## config.mk

```make
export PLATFORM = sky130hd
export DESIGN_NAME = debounce_scheduler
export DESIGN_NICKNAME = d
export VERILOG_FILES = /design/src/rtl/debounce_pkg.sv /design/src/rtl/btn_sync.sv /design/src/rtl/debounce_scheduler.sv
export SDC_FILE = /design/constraint.sdc
export NUM_CORES = 1
export LEC_CHECK = 0
export BUFFER_PORTS_ARGS = -buffer_cell sky130_fd_sc_hd__buf_2
export CAP_MARGIN = 20
export CORE_MARGIN = 2
export CORE_UTILIZATION = 55
export DETAILED_ROUTE_END_ITERATION = 7
export PLACE_DENSITY = 0.74
export SYNTH_ARGS = -nofsm -noshare
export SYNTH_HDL_FRONTEND = slang
export SYNTH_SLANG_ARGS = --single-unit
```

## constraint.sdc

```tcl
create_clock -name clk -period 2.7 [get_ports clk]
set_input_delay 0.27 -clock clk [delete_from_list [all_inputs] [get_ports clk]]
set_output_delay 0.27 -clock clk [all_outputs]
set_load 0.005 [all_outputs]
```

## src/rtl/debounce_pkg.sv

```systemverilog
// Shared definitions for the time-shared button debouncer: FSM encoding,
// default timer constants and the round-robin index helper.
package debounce_pkg;

  typedef enum logic {
    ST_IDLE   = 1'b0,
    ST_FILTER = 1'b1
  } state_t;

  localparam int DEF_CNT_MAX = 1_999_999;
  localparam int DEF_CNT_W   = 21;

  // Position 'off' steps past 'base' in a ring of n slots.
  function automatic int rr_index(input int base, input int off, input int n);
    return (base + off) % n;
  endfunction

endpackage

```

## src/rtl/btn_sync.sv

```systemverilog
// Two-flop synchronizer for one raw button bit; resets to the idle (released) level.
module btn_sync (
  input  logic clk,
  input  logic rst_n,
  input  logic i_async,
  output logic o_sync
);

  logic r_meta;
  logic r_sync;

  // NOTE: non-blocking assignments keep both stages sampling the pre-edge values,
  // so the chain is two flops deep rather than collapsing into one.
  always_ff @(posedge clk or negedge rst_n) begin
    if (!rst_n) begin
      r_meta <= 1'b1;
      r_sync <= 1'b1;
    end else begin
      r_meta <= i_async;
      r_sync <= r_meta;
    end
  end

  assign o_sync = r_sync;

endmodule

```

## src/rtl/debounce_scheduler.sv

```systemverilog
// N-button debouncer sharing a single filter timer via a round-robin arbiter,
// with a one-deep press-event register and sticky overflow flag.
module debounce_scheduler
  import debounce_pkg::*;
#(
  parameter  int N_BTN   = 4,
  parameter  int CNT_MAX = DEF_CNT_MAX,
  parameter  int CNT_W   = DEF_CNT_W,
  localparam int ID_W    = $clog2(N_BTN)
) (
  input  logic             clk,
  input  logic             rst_n,
  input  logic [N_BTN-1:0] PB,
  output logic [N_BTN-1:0] PB_level,
  output logic [N_BTN-1:0] PB_down,
  output logic             evt_valid,
  output logic [ID_W-1:0]  evt_id,
  output logic             evt_ovf,
  input  logic             evt_ack,
  output logic             busy
);

  state_t            r_state;
  logic [CNT_W-1:0]  r_timer;
  logic [ID_W-1:0]   r_ptr;
  logic [ID_W-1:0]   r_gnt;
  logic [N_BTN-1:0]  r_level;
  logic [N_BTN-1:0]  r_down;
  logic              r_busy;
  logic              r_evt_valid;
  logic [ID_W-1:0]   r_evt_id;
  logic              r_evt_ovf;

  logic [N_BTN-1:0]  w_sync;
  logic [N_BTN-1:0]  w_req;
  logic              w_any;
  logic              w_found;
  logic [ID_W-1:0]   w_win;
  logic              w_hit;
  logic              w_done;
  logic              w_press;

  for (genvar g = 0; g < N_BTN; g++) begin : g_sync
    btn_sync u_sync (
      .clk    (clk),
      .rst_n  (rst_n),
      .i_async(PB[g]),
      .o_sync (w_sync[g])
    );
  end

  // A button wants the timer whenever its synchronized input disagrees with its committed level.
  assign w_req   = w_sync ^ r_level;
  assign w_any   = |w_req;
  assign w_hit   = w_req[r_gnt];
  assign w_done  = (r_timer == CNT_W'(CNT_MAX));
  assign w_press = (r_state == ST_FILTER) && w_hit && w_done && !w_sync[r_gnt];

  // NOTE: every output of this block gets a default before the loop, so no latch is inferred.
  always_comb begin
    w_win   = '0;
    w_found = 1'b0;
    for (int off = 0; off < N_BTN; off++) begin
      if (!w_found && w_req[rr_index(int'(r_ptr), off, N_BTN)]) begin
        w_win   = ID_W'(rr_index(int'(r_ptr), off, N_BTN));
        w_found = 1'b1;
      end
    end
  end

  always_ff @(posedge clk or negedge rst_n) begin
    if (!rst_n) begin
      r_state <= ST_IDLE;
      r_timer <= '0;
      r_ptr   <= '0;
      r_gnt   <= '0;
      r_level <= '1;
      r_down  <= '0;
      r_busy  <= 1'b0;
    end else begin
      r_down <= '0;
      case (r_state)
        ST_IDLE: begin
          if (w_any) begin
            r_state <= ST_FILTER;
            r_gnt   <= w_win;
            r_ptr   <= ID_W'(rr_index(int'(w_win), 1, N_BTN));
            r_timer <= '0;
            r_busy  <= 1'b1;
          end
        end
        ST_FILTER: begin
          // A glitch on the granted button wins over a coincident timer expiry.
          if (!w_hit) begin
            r_state <= ST_IDLE;
            r_timer <= '0;
            r_busy  <= 1'b0;
          end else if (w_done) begin
            r_level[r_gnt] <= w_sync[r_gnt];
            r_down[r_gnt]  <= !w_sync[r_gnt];
            r_state        <= ST_IDLE;
            r_timer        <= '0;
            r_busy         <= 1'b0;
          end else begin
            r_timer <= r_timer + CNT_W'(1);
          end
        end
        default: r_state <= ST_IDLE;
      endcase
    end
  end

  // A new press always lands; it flags overflow only if the previous one was never acknowledged.
  always_ff @(posedge clk or negedge rst_n) begin
    if (!rst_n) begin
      r_evt_valid <= 1'b0;
      r_evt_id    <= '0;
      r_evt_ovf   <= 1'b0;
    end else if (w_press) begin
      r_evt_valid <= 1'b1;
      r_evt_id    <= r_gnt;
      if (r_evt_valid && !evt_ack) r_evt_ovf <= 1'b1;
    end else if (evt_ack && r_evt_valid) begin
      r_evt_valid <= 1'b0;
      r_evt_ovf   <= 1'b0;
    end
  end

  assign PB_level  = r_level;
  assign PB_down   = r_down;
  assign busy      = r_busy;
  assign evt_valid = r_evt_valid;
  assign evt_id    = r_evt_id;
  assign evt_ovf   = r_evt_ovf;

endmodule
```

# Word level (Yosys, flattened, before mapping)
# Cells that the tools add are included.
dict set report classes {
  n_div 0
  n_shift 0
  n_reduce_logical 23
  addsub 5
  bitwise 6
  mux 44
  multipliers 0
  order_cmp 6
  eq_ne 4
}
# op n
set op_table {}
lappend op_table {{$mux W21} 3}
lappend op_table {{$pmux W21 S2} 1}
lappend op_table {{$mux W1} 23}
lappend op_table {{$add A21 B1 Y21 const B} 1}
lappend op_table {{$eq A21 B21 Y1 const B} 1}
lappend op_table {{$bmux W1 S2} 6}
lappend op_table {{$lt A3 B4 Y1 const B} 3}
lappend op_table {{$mux W4} 3}
lappend op_table {{$logic_and A1 B1 Y1} 9}
lappend op_table {{$mux W2} 4}
lappend op_table {{$lt A2 B3 Y1 const B} 2}
lappend op_table {{$reduce_and A2 Y1} 3}
lappend op_table {{$reduce_or A2 Y1} 3}
lappend op_table {{$logic_not A1 Y1} 5}
lappend op_table {{$add A2 B1 Y2 const B} 2}
lappend op_table {{$add A2 B2 Y2 const B} 2}
lappend op_table {{$and A4 B4 Y4} 1}
lappend op_table {{$bwmux W4} 1}
lappend op_table {{$pmux W1 S2} 2}
lappend op_table {{$reduce_or A4 Y1} 1}
lappend op_table {{$xor A4 B4 Y4} 1}
lappend op_table {{$and A1 B1 Y1 const A} 3}
lappend op_table {{$ne A3 B2 Y1 const B} 1}
lappend op_table {{$reduce_and A3 Y1} 1}
lappend op_table {{6 further kinds} 6}
dict set report totals {
  in_bits 7
  latch_bits 0
  mem_count 0
  rom_bits 0
  register_bits 47
  ram_bits 0
}

# Logic depth before layout (Yosys ltp)
dict set report logic_depth {
  depth_word 15
  mapped_depth 8
}

# Modules after synthesis
# From an unflattened synthesis, not the netlist that was laid out.
dict set report hier_totals {
  cells_unflattened 251
  hier_area_um2 2466.1
}
# mod seq_area_each_um2 instances cells_each area_per_inst_um2
set by_module_without_submodules {}
lappend by_module_without_submodules {debounce_scheduler 980.9 1 243 2255.9}
lappend by_module_without_submodules {btn_sync 52.6 4 2 52.6}

# Worst setup path after synthesis
# OpenSTA, ideal clock, no wires.
dict set report synth_path {
  path_type {flip-flop to flip-flop}
  start {register r_level[3], in the netlist PB_level[3]}
  end {register r_evt_id[0], in the netlist evt_id[0]}
  setup_time_ns 0.125
  arrival_time_ns 1.943
  path_stages_with_launch 6
  required_ns 2.575
  synth_period_minus_slack_ns 2.068
  path_slack_ns 0.632
  cell_sequence {dfstp_2 xor2_1 mux4_2 or4b_1 buf_2 mux2_4}
}
dict set report synth_between {
  elab_chain_cells 6
}
# element line
set synth_rtl {}
lappend synth_rtl {{from (decl)} debounce_scheduler.sv:27} ;# logic [N_BTN-1:0] r_level;
lappend synth_rtl {{from (signal, indexed assignment)} debounce_scheduler.sv:99} ;# r_level[r_gnt] <= w_sync[r_gnt];
lappend synth_rtl {{$xor A4 B4 Y4} debounce_scheduler.sv:53} ;# assign w_req = w_sync ^ r_level;
lappend synth_rtl {{$bmux W1 S2} debounce_scheduler.sv:55} ;# assign w_hit = w_req[r_gnt];
lappend synth_rtl {{$mux W1 (implied by the code)} debounce_scheduler.sv:55}
lappend synth_rtl {{$logic_and A1 B1 Y1 (3 in a row)} debounce_scheduler.sv:57} ;# assign w_press = (r_state == ST_FILTER) && w_hit && w_done && !w_sync[r_gnt];
lappend synth_rtl {{to (signal assigned)} debounce_scheduler.sv:121} ;# r_evt_id <= r_gnt;
lappend synth_rtl {{to (decl)} debounce_scheduler.sv:31} ;# logic [ID_W-1:0] r_evt_id;
# Every way passes these cells. The select of a mux whose other input is x is not followed.
# A chain may end at the register's enable or synchronous reset.

# Worst setup path in the final report
dict set report layout_path {
  start {register g_sync[3].u_sync.r_sync}
  end {register r_evt_id[0], in the netlist evt_id[0]}
}
dict set report layout_between {
  elab_chain_cells 6
  elab_cells_between_ends 9
  classes_between {mux: 4; bitwise: 1; reduce/logical: 4}
}
# element line
set layout_rtl {}
lappend layout_rtl {{from (decl)} btn_sync.sv:10} ;# logic r_sync;
lappend layout_rtl {{from (signal assigned)} btn_sync.sv:20} ;# r_sync <= r_meta;
lappend layout_rtl {{$xor A4 B4 Y4} debounce_scheduler.sv:53}
lappend layout_rtl {{$bmux W1 S2} debounce_scheduler.sv:55}
lappend layout_rtl {{$mux W1 (implied by the code)} debounce_scheduler.sv:55}
lappend layout_rtl {{$logic_and A1 B1 Y1 (2 in a row)} debounce_scheduler.sv:57}
lappend layout_rtl {{$logic_and A1 B1 Y1 *} debounce_scheduler.sv:57}
# Every way passes the cells marked *; elsewhere a longest branch is shown, timed or not. The select of a mux whose other input is x is not followed.

==> out/results.txt <==
Synthesized flop and latch total -> 47
Cts bufs inserted -> 5
Placed insts -> 288
Crit path time final -> 2.285 ns
Full die area -> 0.004811 mm2
Slew @ Worst Pin -> 0.7568 ns
Global routing's busiest layer -> met1
Final WS setup -> 0.4153 ns
Critical-path cell list -> xor2_1 > mux4_2 > or4b_1 > mux2_4
H-tree levels -> 2
Bufs and invs on worst path -> 0
Die X -> 69.36 um
Critical Path Fanout Max -> 6
GRT Overall Usage -> 19.76%
First-pass DRT Iterations -> 5
Max Buffers Root-to-Sink -> 2
Post-CTS Setup Inserts -> 0
RSZ-0062 raised after global routing -> false
Global route overflow -> 0
WS Path Type -> reg2reg
Slowest stage cell, crit path -> or4b_1
Wirelength per Cell -> 14.79 um
Initial Utilization -> 57.91%
Hold buffer count at CTS -> 0
End of the critical path -> evt_id[0]$_DFFE_PN0P_
Initial DRC count -> 78
Non-Filler Instances -> 298
Ratio of cells with drive above 1 in the final layout -> 22.58%
CTS sink cnt -> 47
GP Congestion -> 0.8072
Leak Pwr -> 1.137 nW
Startpoint Class -> flip-flop
Worst Clk Skew -> 0.008831 ns
Vias in the first global route -> 1612
Post-route antenna net violation count -> 0
Synth-to-Final Area Change -> 10.65%
Max-capacitance violation count -> 0
Met1 GRT Util -> 29.08%
First-pass GRT wire length -> 7624 um
Synth unique cells -> 46
Max Clk Rate -> 437.7 MHz
Ys flop type -> dfrtp_1
Grt met3 use -> 5.378%
Yosys warns -> 0
Setup-failing EPs final -> 0
Post-synth ARST share -> 100.0%
DRC violations left -> 0
Mapped cell area -> 0.002350 mm2
Max Slew Vio Count -> 0
Worst skew pair latency -> 0.30 ns
Hold Slack -> 0.06226 ns
Largest cells by area after synthesis -> dfrtp_1 37%, dfstp_2 13%, xor2_1 5.2%, nor2_1 3.8%, o211ai_1 3.2%
R2R setup slack -> 0.42 ns
Reg2reg path depth -> 4
Endpoint type of the worst setup path -> flip-flop
Root Buffer -> clkbuf_8
Dpl ws -> 0.4523 ns
Grt met2 use -> 28.10%
Clock-pin slew on the worst setup and hold paths -> 0.09 ns
Vias per Instance -> 5.826
R2r endpoint -> evt_id[0]$_DFFE_PN0P_
CP peak stage delay -> 0.58 ns
Post-DP HPWL -> 3055 um
I/O pins -> 20
Syn nets -> 233
Post-Syn Instances -> 225
Setup crit start -> g_sync[3].u_sync.o_sync$_DFF_PN1_
Number of flops mapped to enable cells by yosys -> 0
WP depth -> 4
Core area -> 0.004058 mm2
WP data required -> 2.90 ns
HP Class -> in2reg
Die Span Y -> 69.36 um
Sequential fraction of the synthesis area -> 50.69%
Routed Wire Length -> 4408 um
Nets -> 255
CTS tree -> built
IO Port Bufs -> 19
Peak supply drop -> 0.3943 mV
Largest net degree at the start of global routing -> 48
Via count -> 1736
Post-CTS Resized -> 0
Endpoints failing hold -> 0
Avg Inst Size Synth -> 10.44 um2
Final Power -> 0.001739 W
Post-synth top area cell -> dfrtp_1
Pwr Density -> 668.9 mW/mm2
Antenna violations before repair -> 0
Inserted Diodes -> 0
Status -> complete, no violations
Worst path top cell family by delay -> multiplexers
Tcrit/Tclk final -> 84.62%
Crit path DAT -> 2.48 ns
RR Startpoint -> g_sync[3].u_sync.o_sync$_DFF_PN1_
# rows -> 23
Slew HR -> 49.16%
Yosys top cell area share -> 37.27%
Setup TNS -> 0 ns
-- layer usage --
metal | routed length, um | up-vias
met5 | 0 | -
met4 | 68 | 0
met3 | 182 | 6
met2 | 1961 | 39
met1 | 2195 | 842
li1 | - | 849
-- cells in the mapped netlist (2+ instances only) --
library cell and count:
o211ai_1 10, nor2b_1 3, inv_1 6, mux2_2 4
o2111ai_1 5, nor2_1 24, clkbuf_1 6, a21o_1 2
nand2_1 19, mux2i_1 2, a21oi_1 5, mux4_2 2
o21ai_0 13, mux2_4 2, xnor2_1 6, buf_2 3
nand3_1 10, and3_1 3, nand4_1 6, o21a_1 2
or2_2 2, dfrtp_1 35, a22o_1 2, dfstp_2 12
xor2_1 14, nor3_1 4, nand2b_1 3, or3_1 2
-- metrics by stage --
stage | instance area (um2) | utilization, %
finish | 2600 | 64.08
floorplan | 2350 | -
global placement | 2489 | 61.33
detailed placement | 2489 | 61.33
CTS | 2570 | 63.34
global route | 2600 | 64.08
-- cell families after synthesis --
logic type | synth area share [%]
buffers and inverters | 3.035
adders and majority gates | 0.5324
and+or+nand+nor | 18.05
AOI/OAI and AO/OA | 13.58
muxes | 5.964
DFF | 50.69
xor gates and xnor gates | 8.147
-- where the power goes --
group | switching (W) | internal, W | leakage (nW)
clock network | 0.000227 | 0.000182 | 0.0422
logic | 0.000290 | 0.000175 | 0.496
registers | 0.0000918 | 0.000774 | 0.599
-- sequential cells by signal, indices dropped and copies added, names as in the netlist, named ones only --
name                  cells
r_ptr                     1
evt_ovf                   1
evt_id                    2
PB_down                   4
g_sync.u_sync.r_meta      4
r_state                   1
r_gnt                     2
r_timer                  21
PB_level                  4
evt_valid                 1
g_sync.u_sync.o_sync      4
busy                      1
-- how the worst min path moves through the flow --
stage          depth (start not counted)  slack, ns                           endpoint                               from
2_1_floorplan                          0      -0.03               PB_down[0]$_DFF_PN0_                              rst_n
3_3_place_gp                           0       0.35  g_sync[1].u_sync.o_sync$_DFF_PN1_  g_sync[1].u_sync.r_meta$_DFF_PN1_
3_5_place_dp                           0       0.35  g_sync[0].u_sync.o_sync$_DFF_PN1_  g_sync[0].u_sync.r_meta$_DFF_PN1_
4_1_cts                                1       0.05  g_sync[0].u_sync.r_meta$_DFF_PN1_                              PB[0]
5_1_grt                                1       0.05  g_sync[0].u_sync.r_meta$_DFF_PN1_                              PB[0]
6_report                               1       0.06  g_sync[0].u_sync.r_meta$_DFF_PN1_                              PB[0]
-- cells in the final DEF, fill, tap and decap left out, types with 10 or more instances in the layout --
master and count:
buf_2 19, dfrtp_1 35, dfstp_2 12, nand2_1 19, nand3_1 10, nor2_1 24
o211ai_1 10, o21ai_0 13, xor2_1 14
-- layout make-up --
cell class / instances / area [um2]
Inverter: 6 / 22.52
Multi-Input combinational cell: 162 / 1087
Sequential cell: 47 / 1191
Fill cell: 325 / 1458
Clock inverter: 1 / 5.005
Clock buffer: 7 / 76.32
Tap cell: 50 / 62.56
Timing Repair Buffer: 25 / 155.1
(Power assumes the default switching activity.)
